`config.mk`:
```
export PLATFORM = sky130hd
export DESIGN_NAME = rahbit_packet_arbiter
export DESIGN_NICKNAME = d
export VERILOG_FILES = /design/src/rtl/rahbit_packet_arbiter.sv
export SDC_FILE = /design/constraint.sdc
export NUM_CORES = 1
export LEC_CHECK = 0
export BUFFER_PORTS_ARGS = -buffer_cell sky130_fd_sc_hd__buf_2
export CAP_MARGIN = 20
export CORE_MARGIN = 1.5
export CORE_UTILIZATION = 50
export DETAILED_ROUTE_END_ITERATION = 8
export PLACE_DENSITY = 0.88
export SYNTH_ARGS = -nofsm -noshare
export SYNTH_HDL_FRONTEND = slang
export SYNTH_SLANG_ARGS = --single-unit
```
`constraint.sdc`:
```
create_clock -name clk -period 4.5 [get_ports clk]
set_input_delay 0.675 -clock clk [delete_from_list [all_inputs] [get_ports clk]]
set_output_delay 0.675 -clock clk [all_outputs]
set_load 0.01 [all_outputs]
```
`src/rtl/rahbit_packet_arbiter.sv`:
```
// rahbit_packet_arbiter: shares the 48-bit collector packet bus between the
// float source (app=01) and the fixed-point source (app=10). Each accepted
// transaction becomes one or two bus words; words are separated by an
// all-zero cycle and each transaction is followed by GAP_CYCLES idle cycles.
module rahbit_packet_arbiter #(
  parameter int unsigned GAP_CYCLES = 1
) (
  input  logic        clk,
  input  logic        rstn,
  input  logic        f_valid,
  input  logic [2:0]  f_size,
  input  logic [79:0] f_payload,
  output logic        f_ack,
  input  logic        x_valid,
  input  logic [2:0]  x_size,
  input  logic [79:0] x_payload,
  output logic        x_ack,
  output logic [47:0] dataout,
  output logic        out_valid,
  input  logic        out_ready,
  output logic        busy,
  output logic        drop_err
);

  typedef enum logic [1:0] {IDLE, WORD1, WORD2, GAP} state_t;

  localparam logic [1:0] APP_FLOAT = 2'b01;
  localparam logic [1:0] APP_FIXED = 2'b10;
  localparam logic [2:0] PKT_ONLY  = 3'b000;
  localparam logic [2:0] PKT_FIRST = 3'b001;
  localparam logic [2:0] PKT_SECOND = 3'b010;
  localparam logic [3:0] GAP_LAST  = (GAP_CYCLES == 0) ? 4'd0 : 4'(GAP_CYCLES - 1);
  // Where a finished transaction goes: no gap state at all when GAP_CYCLES=0.
  localparam state_t     END_STATE = (GAP_CYCLES == 0) ? IDLE : GAP;

  state_t      state, state_nxt;
  logic        rr_last, rr_last_nxt;        // 1 = fixed was granted last
  logic [3:0]  gap_cnt, gap_cnt_nxt;
  logic [47:0] dataout_nxt;
  logic        out_valid_nxt, f_ack_nxt, x_ack_nxt, drop_err_nxt, busy_nxt;
  logic        grant_f, grant_x;
  logic [1:0]  lat_app;
  logic [2:0]  lat_size;
  logic [79:0] lat_payload;
  logic        single_word;

  function automatic logic size_legal(input logic [2:0] s);
    return (s == 3'd1) || (s == 3'd2) || (s == 3'd3);
  endfunction

  function automatic logic [47:0] make_word(input logic [1:0] app, input logic [2:0] size,
                                            input logic [2:0] pkt, input logic [39:0] data);
    return {app, size, pkt, data};
  endfunction

  assign single_word = (lat_size == 3'd1);

  // Arbitration: lone requester wins; on a tie the source not granted last wins.
  always_comb begin
    grant_f = 1'b0;
    grant_x = 1'b0;
    if (state == IDLE) begin
      if (f_valid && x_valid) begin
        grant_f = rr_last;
        grant_x = !rr_last;
      end else if (f_valid) begin
        grant_f = 1'b1;
      end else if (x_valid) begin
        grant_x = 1'b1;
      end
    end
  end

  // Next-state and registered-output values.
  always_comb begin
    state_nxt     = state;
    rr_last_nxt   = rr_last;
    gap_cnt_nxt   = gap_cnt;
    dataout_nxt   = dataout;
    out_valid_nxt = out_valid;
    f_ack_nxt     = 1'b0;
    x_ack_nxt     = 1'b0;
    drop_err_nxt  = 1'b0;
    case (state)
      IDLE: begin
        if (grant_f || grant_x) begin
          state_nxt   = WORD1;
          rr_last_nxt = grant_x;
        end
      end
      WORD1: begin
        if (!out_valid) begin
          // First cycle after the grant: acknowledge and either emit or drop.
          f_ack_nxt = (lat_app == APP_FLOAT);
          x_ack_nxt = (lat_app == APP_FIXED);
          if (!size_legal(lat_size)) begin
            drop_err_nxt = 1'b1;
            state_nxt    = END_STATE;
            gap_cnt_nxt  = 4'd0;
          end else begin
            out_valid_nxt = 1'b1;
            dataout_nxt   = single_word
                          ? make_word(lat_app, lat_size, PKT_ONLY, lat_payload[39:0])
                          : make_word(lat_app, lat_size, PKT_FIRST, lat_payload[79:40]);
          end
        end else if (out_ready) begin
          out_valid_nxt = 1'b0;
          dataout_nxt   = '0;
          gap_cnt_nxt   = 4'd0;
          state_nxt     = single_word ? END_STATE : WORD2;
        end
      end
      WORD2: begin
        if (!out_valid) begin
          out_valid_nxt = 1'b1;
          dataout_nxt   = make_word(lat_app, lat_size, PKT_SECOND, lat_payload[39:0]);
        end else if (out_ready) begin
          out_valid_nxt = 1'b0;
          dataout_nxt   = '0;
          gap_cnt_nxt   = 4'd0;
          state_nxt     = END_STATE;
        end
      end
      GAP: begin
        if (gap_cnt == GAP_LAST) begin
          state_nxt = IDLE;
        end else begin
          gap_cnt_nxt = gap_cnt + 4'd1;
        end
      end
      default: state_nxt = IDLE;
    endcase
    busy_nxt = (state_nxt != IDLE);
  end

  // Control and output registers; reset abandons any transaction in flight.
  always_ff @(posedge clk or negedge rstn) begin
    if (!rstn) begin
      state     <= IDLE;
      rr_last   <= 1'b1;
      gap_cnt   <= 4'd0;
      dataout   <= '0;
      out_valid <= 1'b0;
      f_ack     <= 1'b0;
      x_ack     <= 1'b0;
      drop_err  <= 1'b0;
      busy      <= 1'b0;
    end else begin
      state     <= state_nxt;
      rr_last   <= rr_last_nxt;
      gap_cnt   <= gap_cnt_nxt;
      dataout   <= dataout_nxt;
      out_valid <= out_valid_nxt;
      f_ack     <= f_ack_nxt;
      x_ack     <= x_ack_nxt;
      drop_err  <= drop_err_nxt;
      busy      <= busy_nxt;
    end
  end

  // Transaction latch: captured on grant, only read while a transaction is active.
  always_ff @(posedge clk) begin
    if (grant_f) begin
      lat_app     <= APP_FLOAT;
      lat_size    <= f_size;
      lat_payload <= f_payload;
    end else if (grant_x) begin
      lat_app     <= APP_FIXED;
      lat_size    <= x_size;
      lat_payload <= x_payload;
    end
  end

endmodule

```
==> flow_summary_export.csv, run 1 <==
group,metric,value,unit
layout,seq_area,4040,µm²
yosys,post-synth-top-area-fraction,0.381,
routing,drcViolationCount,0,
worst_setup_path,critical_path_data_arrival_time,2800,ps
sta,clock.fmax,0.378,GHz
worst_setup_path,timing.reg2reg.setup_slack,1850,ps
clocking,clock_sink_total,145,
worst_setup_path,crit-reg2reg-capture,"lat_payload[15]",
routing,detailroute.via_count,4554,
worst_setup_path,timing.critical_path.slowest_stage_cell,"sky130_fd_sc_hd__buf_4",
sta,finalHoldViolations,0,
worst_setup_path,cp_slowest_stage_delay,820,ps
clocking,cts_max_level,4,
die,dieArea,13800,µm²
worst_setup_path,critPathLaunchType,"register",
sta,skew,10.2,ps
sta,min_period_over_period,0.588,
global_route,grt_first_pass_wirelength,23600,µm
layout,fill_cells,921,
yosys,synth_enable_flop_cells,83,
die,std_cell_rows,41,
global_route,grt_start_max_net_pins,86,
sta,max_slew.worst_pin.slew,1070,ps
placed_design,port_buffers,223,
clocking,tritoncts.num_buffers,17,
yosys,seq_area_frac_synth,0.617,
worst_setup_path,reg2reg_from,"state[1]",
clocking,postCtsSetupRepairBufs,0,
power_and_ir_drop,power_leakage,3.85,nW
yosys,synth_unique_cells,41,
die,die_x,117,µm
yosys,synthesis.area,6540,µm²
yosys,ys_ff_latch,145,
clocking,ctsHoldBuffers,0,
yosys,ys_async_sr_fraction,0.414,
routing,wirelength,14500,µm
worst_setup_path,worst-r2r-cell-count,6,
clocking,clkLatencyLatePin,420,ps
die,die-height,117,µm
power_and_ir_drop,powerDensity,621,nW/µm²
layout,finish.net_count,863,
worst_setup_path,cp-end-kind,"register",
yosys,synth_warnings,0,
sta,timing.final.crit_period,2650,ps
routing,initial_drc_count,216,
min_path,timing.hold.worst.class,"primary input to async pin",
clocking,cts_resized,0,
placed_design,dp_hpwl,10200,µm
global_route,overflow,0,
yosys,ys_top_cells_by_area,"sky130_fd_sc_hd__edfxtp_1 38%, sky130_fd_sc_hd__dfrtp_1 23%, sky130_fd_sc_hd__mux2_1 8.3%, sky130_fd_sc_hd__mux2i_1 6.3%, sky130_fd_sc_hd__mux2_2 6.0%",
sta,unrepaired_setup_endpoints_after_global_routing,"no",
routing,final_antenna_net_count,0,
clocking,clk_path_buf_depth,2,
layout,areaGrowthSynthToFinish,27.8,%
sta,worst_slew_margin_rel,0.285,
sta,maxSlewViolCount,0,
worst_setup_path,timing.critical_path.cells,"inv_1, ha_1, nand2_2, a21oi_4, buf_4, mux2_2",
die,starting_density_of_the_core,0.516,
routing,drt-wirelength-per-cell,16.6,µm
die,io_pins,224,
worst_setup_path,critical_path_class,"register to register",
yosys,ys.flop_type,"sky130_fd_sc_hd__edfxtp_1",
yosys,syn-instance-count,463,
worst_setup_path,critPathMaxFanout,85,
yosys,yosys.area.top_type,"sky130_fd_sc_hd__edfxtp_1",
sta,timing.final.setup_violations,0,
status,outcome,"finished, final reports clean",
sta,setup_tns,0,ps
clocking,cts_root_buf,"sky130_fd_sc_hd__clkbuf_16",
global_route,grt_usage,0.219,
placed_design,placement.setup.worst_slack,1820,ps
worst_setup_path,critical_path_required,4660,ps
routing,drtPass1Iterations,4,
sta,finalWorstSetupSlack,1850,ps
yosys,syn-mean-instance-area,14.1,µm²
power_and_ir_drop,worst_ir_drop_vdd,0.335,mV
placed_design,place_congestion,0.889,
layout,drive_gt1_frac,0.436,
die,core,12700,µm²
job,cap_violations,0,
clocking,cts.clk_slew.worst_paths,60,ps
routing,drt-vias-per-instance,5.23,
layout,count_of_inserted_antenna_diode_cells,0,
global_route,first_global_vias,4854,
clocking,cts_tree,"done",
yosys,synthesis.nets,640,
layout,area_occupied_by_multi_input_gates,2260,µm²
global_route,grt_antenna_before_repair,0,
critical path, delay by kind of cell, from the launching register on:
kind                     cells  cell delay [ps]
flip-flops                   1              430
buffers and inverters        2              940
multiplexers                 1              430
adder cells (fa/ha/maj)      1              320
AND/OR/NAND/NOR              1              120
AO/OA/AOI/OAI                1              110
cells in the final DEF, fill, tap and decap left out, types with 2 or more instances in the layout:
cell type / netlist / layout
sky130_fd_sc_hd__o21ai_0: 32 / 32
sky130_fd_sc_hd__nor3_1: 2 / 2
sky130_fd_sc_hd__o221a_2: 2 / 2
sky130_fd_sc_hd__buf_2: 7 / 223
sky130_fd_sc_hd__dfxtp_1: 2 / 2
sky130_fd_sc_hd__a21oi_1: 7 / 7
sky130_fd_sc_hd__nor3b_1: 3 / 3
sky130_fd_sc_hd__nand3_1: 4 / 4
sky130_fd_sc_hd__nand2b_1: 3 / 3
sky130_fd_sc_hd__dfrtp_1: 59 / 59
sky130_fd_sc_hd__and2_1: 2 / 2
sky130_fd_sc_hd__a31oi_1: 2 / 2
sky130_fd_sc_hd__clkinv_2: 0 / 3
sky130_fd_sc_hd__mux2_1: 48 / 48
sky130_fd_sc_hd__clkbuf_16: 0 / 21
sky130_fd_sc_hd__clkbuf_8: 0 / 4
sky130_fd_sc_hd__inv_1: 11 / 10
sky130_fd_sc_hd__edfxtp_1: 83 / 83
sky130_fd_sc_hd__buf_4: 4 / 5
sky130_fd_sc_hd__o21ai_1: 18 / 18
sky130_fd_sc_hd__ha_1: 6 / 6
sky130_fd_sc_hd__a22o_1: 6 / 6
sky130_fd_sc_hd__mux2_2: 35 / 35
sky130_fd_sc_hd__o21a_1: 2 / 2
sky130_fd_sc_hd__mux2i_1: 41 / 41
sky130_fd_sc_hd__nand2_1: 47 / 47
sky130_fd_sc_hd__nor2_1: 7 / 7
worst max-delay path by stage:
stage                         from              end  slack, ps
after global routing      state[1]  lat_payload[15]       1690
after CTS                 state[0]      dataout[26]       1840
after global placement     x_valid   lat_payload[3]       1940
after floorplan           state[1]             busy       1390
after detailed placement  state[0]      dataout[26]       1820
final                     state[1]  lat_payload[15]       1850
kinds of logic (layout without fill, tap and decap cells):
logic type,after synthesis,count (layout),share of synthesized area
flops,145,145,0.617
fa+ha+maj,6,6,0.0115
compound gates,80,80,0.0758
simple gates,73,73,0.0507
buf+inv,35,271,0.0387
mux,124,124,0.206
registers in the layout, summed over array words and instances (netlist names):
name / flops
x_ack: 1
busy: 1
rr_last: 1
lat_payload: 80
gap_cnt: 4
drop_err: 1
f_ack: 1
dataout: 48
out_valid: 1
state: 2
lat_app: 2
lat_size: 3
cells in the mapped netlist (2+ instances only):
library cell and count:
sky130_fd_sc_hd__mux2_2 35, sky130_fd_sc_hd__dfxtp_1 2, sky130_fd_sc_hd__o21ai_1 18, sky130_fd_sc_hd__nor2_1 7, sky130_fd_sc_hd__inv_1 11, sky130_fd_sc_hd__a21oi_1 7, sky130_fd_sc_hd__nor3_1 2, sky130_fd_sc_hd__ha_1 6
sky130_fd_sc_hd__a22o_1 6, sky130_fd_sc_hd__o221ai_1 2, sky130_fd_sc_hd__buf_4 4, sky130_fd_sc_hd__nand2_1 47, sky130_fd_sc_hd__buf_6 13, sky130_fd_sc_hd__edfxtp_1 83, sky130_fd_sc_hd__o21ai_0 32, sky130_fd_sc_hd__nor3b_1 3
sky130_fd_sc_hd__o221a_2 2, sky130_fd_sc_hd__nand3_1 4, sky130_fd_sc_hd__buf_2 7, sky130_fd_sc_hd__and2_1 2, sky130_fd_sc_hd__nand2b_1 3, sky130_fd_sc_hd__a31oi_1 2, sky130_fd_sc_hd__dfrtp_1 59, sky130_fd_sc_hd__mux2i_1 41
sky130_fd_sc_hd__mux2_1 48, sky130_fd_sc_hd__o21a_1 2
metrics by stage:
stage	cells	hold WS, ps	total power [W]	util	area, µm²
after floorplan	463	379	0.00329	-	6540
after global placement	839	454	0.00364	0.609	7710
after detailed placement	839	457	0.00375	0.609	7710
after CTS	871	442	0.00523	0.659	8350
after global routing	871	486	0.00546	0.659	8350
final	871	427	0.00518	0.659	8350
area by class of cell:
type,count,area share
Clock inverter,6,0.00689
Inverter,11,0.00509
Multi-Input combinational cell,283,0.271
Timing Repair Buffer,228,0.138
Tap cell,172,0.0258
Clock buffer,26,0.0700
Sequential cell,145,0.483
where the power goes:
| part | internal (W) | leakage (nW) | total (W) | switching [W] |
|---|---|---|---|---|
| Sequential | 0.00191 | 1.58 | 0.00209 | 0.000185 |
| Clock | 0.000950 | 0.317 | 0.00147 | 0.000522 |
| Combinational | 0.000664 | 1.95 | 0.00162 | 0.000958 |
routing by layer:
layer / vias up / part of all wire / track usage
met2: 169 / 0.53 / 0.387
met5: - / 0 / 0
li1: 2151 / - / -
met4: 0 / 0.019 / 0.0864
met1: 2208 / 0.39 / 0.249
met3: 26 / 0.057 / 0.0632
No activity file was read; power rests on OpenSTA's default activity.
==> run 2, diff against run 1 <==
--- a/config.mk
+++ b/config.mk
@@ -8,9 +8,9 @@
 export BUFFER_PORTS_ARGS = -buffer_cell sky130_fd_sc_hd__buf_2
 export CAP_MARGIN = 20
 export CORE_MARGIN = 1.5
-export CORE_UTILIZATION = 50
+export CORE_UTILIZATION = 46
 export DETAILED_ROUTE_END_ITERATION = 8
-export PLACE_DENSITY = 0.88
+export PLACE_DENSITY = 0.85
 export SYNTH_ARGS = -nofsm -noshare
 export SYNTH_HDL_FRONTEND = slang
 export SYNTH_SLANG_ARGS = --single-unit
==> constraint.sdc (replaced) <==
create_clock -name clk -period 2.4 [get_ports clk]
set_input_delay 0.36 -clock clk [delete_from_list [all_inputs] [get_ports clk]]
set_output_delay 0.36 -clock clk [all_outputs]
set_load 0.01 [all_outputs]
==> run 2 against run 1 <==
Net effect:
- critical path type unchanged
- clock power rose by 100%
- clock skew fell by 2.6 ps
- sequential power rose by 87%
- sequential cell count did not move
==> flow_summary_export.csv, run 2 (synthesis results as in run 1) <==
group,metric,value,unit
placed_design,place_congestion,0.868,
layout,fill_cells,1061,
min_path,timing.hold.worst.class,"primary input to register",
power_and_ir_drop,fin_total_pwr,0.0101,W
routing,initial_drc_count,209,
sta,finalHoldViolations,0,
layout,leading_registers_by_flop_count,"lat_payload x80, dataout x48, gap_cnt x4",
global_route,grt_start_max_net_pins,52,
power_and_ir_drop,p_sw_frac,0.317,
worst_setup_path,critical_path_required,2550,ps
power_and_ir_drop,power.net_switching,0.00320,W
die,dieArea,14900,µm²
sta,min_period_over_period,0.864,
sta,skew,7.57,ps
die,io_pins,224,
layout,layout.cells.most_common,"sky130_fd_sc_hd__buf_2",
global_route,grt_antenna_before_repair,0,
sta,clock.fmax,0.482,GHz
power_and_ir_drop,share_comb_of_total_power,0.323,
worst_setup_path,timing.critical_path.slowest_stage_cell,"sky130_fd_sc_hd__dfrtp_1",
layout,flip_flop_count_of_the_largest_register_all_copies_and_words_added,80,
power_and_ir_drop,power_leakage,3.91,nW
routing,final_antenna_net_count,0,
die,die-height,122,µm
layout,count_of_inserted_antenna_diode_cells,0,
layout,finish.net_count,868,
global_route,overflow,0,
sta,timing.final.setup_violations,0,
sta,maxSlewViolCount,0,
die,starting_density_of_the_core,0.471,
worst_setup_path,critPathLaunchType,"register",
worst_setup_path,critPathMaxFanout,34,
sta,max_slew.worst_pin.slew,574,ps
clocking,tritoncts.num_buffers,17,
layout,largest_register,"lat_payload",
clocking,cts.clk_slew.worst_paths,60,ps
worst_setup_path,cp_slowest_stage_delay,430,ps
layout,seq_area,4040,µm²
power_and_ir_drop,share_clk_of_total_power,0.291,
routing,drcViolationCount,0,
die,core,13900,µm²
worst_setup_path,cp-end-kind,"register",
power_and_ir_drop,powerDensity,1180,nW/µm²
job,cap_violations,0,
layout,drive_gt1_frac,0.446,
sta,worst_slew_margin_rel,0.617,
layout,finalCoreUtilization,0.614,
global_route,grt_usage,0.202,
die,std_cell_rows,43,
placed_design,port_buffers,223,
status,outcome,"finished, final reports clean",
worst_setup_path,critical_path_data_arrival_time,2230,ps
power_and_ir_drop,worst_ir_drop_vdd,0.516,mV
clocking,clkLatencyLatePin,420,ps
global_route,grt_first_pass_wirelength,22500,µm
clocking,clock_sink_total,145,
clocking,cts_root_buf,"sky130_fd_sc_hd__clkbuf_16",
power_and_ir_drop,sequentialPowerShare,0.386,
routing,drt-vias-per-instance,5.12,
routing,drtPass1Iterations,4,
clocking,cts_tree,"done",
sta,whs,224,ps
layout,areaGrowthSynthToFinish,30.4,%
worst_setup_path,timing.critical_path.cells,"inv_2, ha_4, nand2_2, a21oi_4, buf_4, mux2_1",
routing,wirelength,14400,µm
sta,unrepaired_setup_endpoints_after_global_routing,"no",
power_and_ir_drop,internal_power,0.00690,W
placed_design,dp_hpwl,10300,µm
layout,final_cell_mix,"223 x sky130_fd_sc_hd__buf_2, 83 x sky130_fd_sc_hd__edfxtp_1, 59 x sky130_fd_sc_hd__dfrtp_1",
clocking,cts_max_level,4,
die,die_x,122,µm
sta,timing.final.crit_period,2070,ps
routing,detailroute.via_count,4524,
clocking,cts_resized,0,
global_route,first_global_vias,4617,
worst_setup_path,critical_path_class,"register to register",
layout,area_occupied_by_multi_input_gates,2290,µm²
routing,drt-wirelength-per-cell,16.3,µm
clocking,clk_path_buf_depth,2,
[run 2: cell types whose count changed in the layout (fill, tap and decap cells not counted), sizes merged]
cell         delta
buf             +4
bufinv          +3
clkbuf          -2
dlygate4sd3     +1
inv             -1
[run 2: worst paths after layout]
path / start / endpoint / slack, ps / cells past startpoint
max in group asynchronous: rstn / rr_last / 1250 / 3
min reg2reg: dataout[35] / dataout[35] / 480 / 2
max reg2reg: state[0] / lat_payload[58] / 330 / 6
max: state[0] / lat_payload[58] / 330 / 6
min in group asynchronous: rstn / dataout[35] / 470 / 2
min: x_payload[68] / lat_payload[68] / 220 / 2
[run 2: cell type report]
type / instances / share of cell area
Tap cell: 180 / 0.0264
Clock inverter: 8 / 0.0169
Multi-Input combinational cell: 283 / 0.269
Clock buffer: 24 / 0.0615
Inverter: 11 / 0.00528
Timing Repair Buffer: 233 / 0.147
Sequential cell: 145 / 0.473
[run 2: worst max-delay path: cells and delay by family (launching register included)]
family | cells | cell delay (ps)
compound gates | 1 | 150
fa+ha+maj | 1 | 200
buf+inv | 2 | 520
flops | 1 | 430
mux | 1 | 400
simple gates | 1 | 90
[run 2: power groups by stage]
stage | Combinational, W | Clock [W] | Sequential (W)
2_1_floorplan | 0.00222 | 0 | 0.00400
3_3_place_gp | 0.00315 | 0 | 0.00390
3_5_place_dp | 0.00329 | 0 | 0.00395
4_1_cts | 0.00331 | 0.00299 | 0.00391
5_1_grt | 0.00357 | 0.00310 | 0.00397
6_report | 0.00326 | 0.00294 | 0.00390
[run 2: repair_timing]
item | in CTS | in global routing
hold endpoints to repair | 22 | 0
hold buffers | 1 | 0
buffers inserted | 0 | 0
[run 2: routing by layer]
layer	wire (µm)	vias up	global-route usage	share of wire
met5	0	-	0	0
met4	248	0	0.0952	0.017
met3	637	23	0.0482	0.044
met2	7730	145	0.362	0.54
met1	5790	2199	0.226	0.40
li1	-	2157	-	-
[run 2: metrics by stage]
stage	TNS, ps	instances	area (µm²)	worst slack (ps)
2_1_floorplan	-123	463	6570	-92.8
6_report	0	884	8520	326
4_1_cts	0	884	8520	312
5_1_grt	0	884	8520	233
3_5_place_dp	0	851	7850	323
3_3_place_gp	0	851	7850	424
==> run 3, diff against run 2 <==
--- a/config.mk
+++ b/config.mk
@@ -7,10 +7,12 @@
 export LEC_CHECK = 0
 export BUFFER_PORTS_ARGS = -buffer_cell sky130_fd_sc_hd__buf_2
 export CAP_MARGIN = 20
+export CORE_ASPECT_RATIO = 1.1
 export CORE_MARGIN = 1.5
 export CORE_UTILIZATION = 46
+export CTS_CLUSTER_SIZE = 14
 export DETAILED_ROUTE_END_ITERATION = 8
-export PLACE_DENSITY = 0.85
+export PLACE_DENSITY = 0.82
 export SYNTH_ARGS = -nofsm -noshare
 export SYNTH_HDL_FRONTEND = slang
 export SYNTH_SLANG_ARGS = --single-unit
==> run 3 against run 2 <==
Net effect:
- sequential power is essentially flat
- fmax grew 0.63%
- final cell count grew 0.79%
- via count is essentially flat
- largest power group unchanged
==> flow_summary_export.csv, run 3 (synthesis results as in run 1) <==
group,metric,value,unit
global_route,grtUsageMet1,0.216,
worst_setup_path,critical_path_required,2560,ps
clocking,cts_root_buf,"sky130_fd_sc_hd__clkbuf_16",
global_route,first_global_vias,4771,
layout,final_cell_mix,"223 x sky130_fd_sc_hd__buf_2, 83 x sky130_fd_sc_hd__edfxtp_1, 59 x sky130_fd_sc_hd__dfrtp_1",
power_and_ir_drop,power_leakage,3.85,nW
sta,setup_tns,0,ps
sta,skew,10.4,ps
min_path,timing.hold.worst.class,"primary input to register",
placed_design,dp_hpwl,10200,µm
routing,drtPass1Iterations,4,
global_route,grt_usage,0.204,
global_route,met3_usage_grt,0.0539,
global_route,grt_start_max_net_pins,86,
placed_design,post-place-cells,858,
clocking,ctsHoldBuffers,1,
routing,detailroute.via_count,4527,
sta,min_period_over_period,0.859,
global_route,grt_antenna_before_repair,0,
clocking,clkLatencyLatePin,420,ps
layout,leading_registers_by_flop_count,"lat_payload x80, dataout x48, gap_cnt x4",
clocking,cts.clk_slew.worst_paths,60,ps
layout,drive_gt1_frac,0.438,
worst_setup_path,critical_path_data_arrival_time,2220,ps
clocking,clk_path_buf_depth,2,
routing,wirelength,14400,µm
placed_design,place_congestion,0.851,
sta,worst_slew_margin_rel,0.617,
sta,maxSlewViolCount,0,
worst_setup_path,cp-end-kind,"register",
layout,stdcell_count,891,
routing,drcViolationCount,0,
die,dieArea,14900,µm²
sta,finalWorstSetupSlack,339,ps
layout,largest_register,"lat_payload",
clocking,postCtsSetupRepairBufs,0,
clocking,cts_tree,"done",
clocking,tritoncts.num_buffers,17,
worst_setup_path,timing.reg2reg.setup_slack,340,ps
layout,count_of_inserted_antenna_diode_cells,0,
routing,drt-vias-per-instance,5.08,
placed_design,port_buffers,223,
status,outcome,"finished, final reports clean",
clocking,clock_sink_total,145,
die,core,13900,µm²
layout,areaGrowthSynthToFinish,28.7,%
layout,finish.net_count,867,
die,die_x,117,µm
routing,final_antenna_net_count,0,
sta,timing.final.setup_violations,0,
global_route,grt_first_pass_wirelength,22700,µm
die,starting_density_of_the_core,0.472,
sta,timing.final.crit_period,2060,ps
layout,layout.cells.most_common,"sky130_fd_sc_hd__buf_2",
sta,finalHoldViolations,0,
layout,flip_flop_count_of_the_largest_register_all_copies_and_words_added,80,
worst_setup_path,worst-r2r-cell-count,6,
global_route,overflow,0,
min_path,min_delay_path_depth,2,
routing,initial_drc_count,151,
clocking,cts_max_level,4,
worst_setup_path,critPathMaxFanout,85,
global_route,grt_most_used_layer,"met2",
die,die-height,128,µm
worst_setup_path,critical_path_class,"register to register",
die,std_cell_rows,45,
clocking,cts_resized,0,
sta,max_slew.worst_pin.slew,575,ps
global_route,grtUsageMet2,0.369,
sta,clock.fmax,0.485,GHz
power_and_ir_drop,worst_ir_drop_vdd,0.533,mV
routing,drt-wirelength-per-cell,16.2,µm
die,io_pins,224,
job,cap_violations,0,
sta,unrepaired_setup_endpoints_after_global_routing,"no",
worst_setup_path,critPathLaunchType,"register",
placed_design,placement.setup.worst_slack,365,ps
power_and_ir_drop,powerDensity,1150,nW/µm²
[run 3: worst paths after layout]
path | start | end
max | state[1] | lat_payload[18]
min | x_payload[78] | lat_payload[78]
max reg2reg | state[1] | lat_payload[18]
min reg2reg | dataout[22] | dataout[22]
max in group asynchronous | rstn | rr_last
min in group asynchronous | rstn | dataout[36]
[run 3: final cells by class]
| cell class | count | area [µm²] |
|---|---|---|
| Timing Repair Buffer | 232 | 1250 |
| Inverter | 11 | 45.0 |
| Fill cell | 1089 | 5440 |
| Sequential cell | 145 | 4040 |
| Clock inverter | 7 | 85.1 |
| Clock buffer | 25 | 465 |
| Tap cell | 188 | 235 |
| Multi-Input combinational cell | 283 | 2290 |
[run 3: report_power, final]
group          switching [W]  total [W]  leakage (nW)  internal [W]
Clock               0.000937    0.00248         0.273       0.00155
Sequential          0.000338    0.00390          1.58       0.00357
Combinational        0.00186    0.00327          1.99       0.00140
[run 3: routing by layer]
| metal | up-vias | wire length, µm |
|---|---|---|
| met5 | - | 0 |
| met3 | 23 | 798 |
| li1 | 2164 | - |
| met4 | 0 | 260 |
| met2 | 170 | 7880 |
| met1 | 2170 | 5490 |
[run 3: critical path, cell delays in order, from the launching register on]
cell                      delay, ps
sky130_fd_sc_hd__dfrtp_1        440
sky130_fd_sc_hd__inv_2          120
sky130_fd_sc_hd__ha_4           190
sky130_fd_sc_hd__nand2_2         90
sky130_fd_sc_hd__a21oi_4        140
sky130_fd_sc_hd__buf_12         380
sky130_fd_sc_hd__mux2_2         410
[run 3: stage by stage]
step / total power, W / hold WS [ps] / area [µm²] / util
6_report: 0.00965 / 223 / 8410 / 0.607
3_3_place_gp: 0.00707 / 372 / 7850 / 0.567
2_1_floorplan: 0.00622 / 64.4 / 6570 / -
5_1_grt: 0.0102 / 211 / 8410 / 0.607
4_1_cts: 0.00977 / 203 / 8410 / 0.607
3_5_place_dp: 0.00724 / 401 / 7850 / 0.567
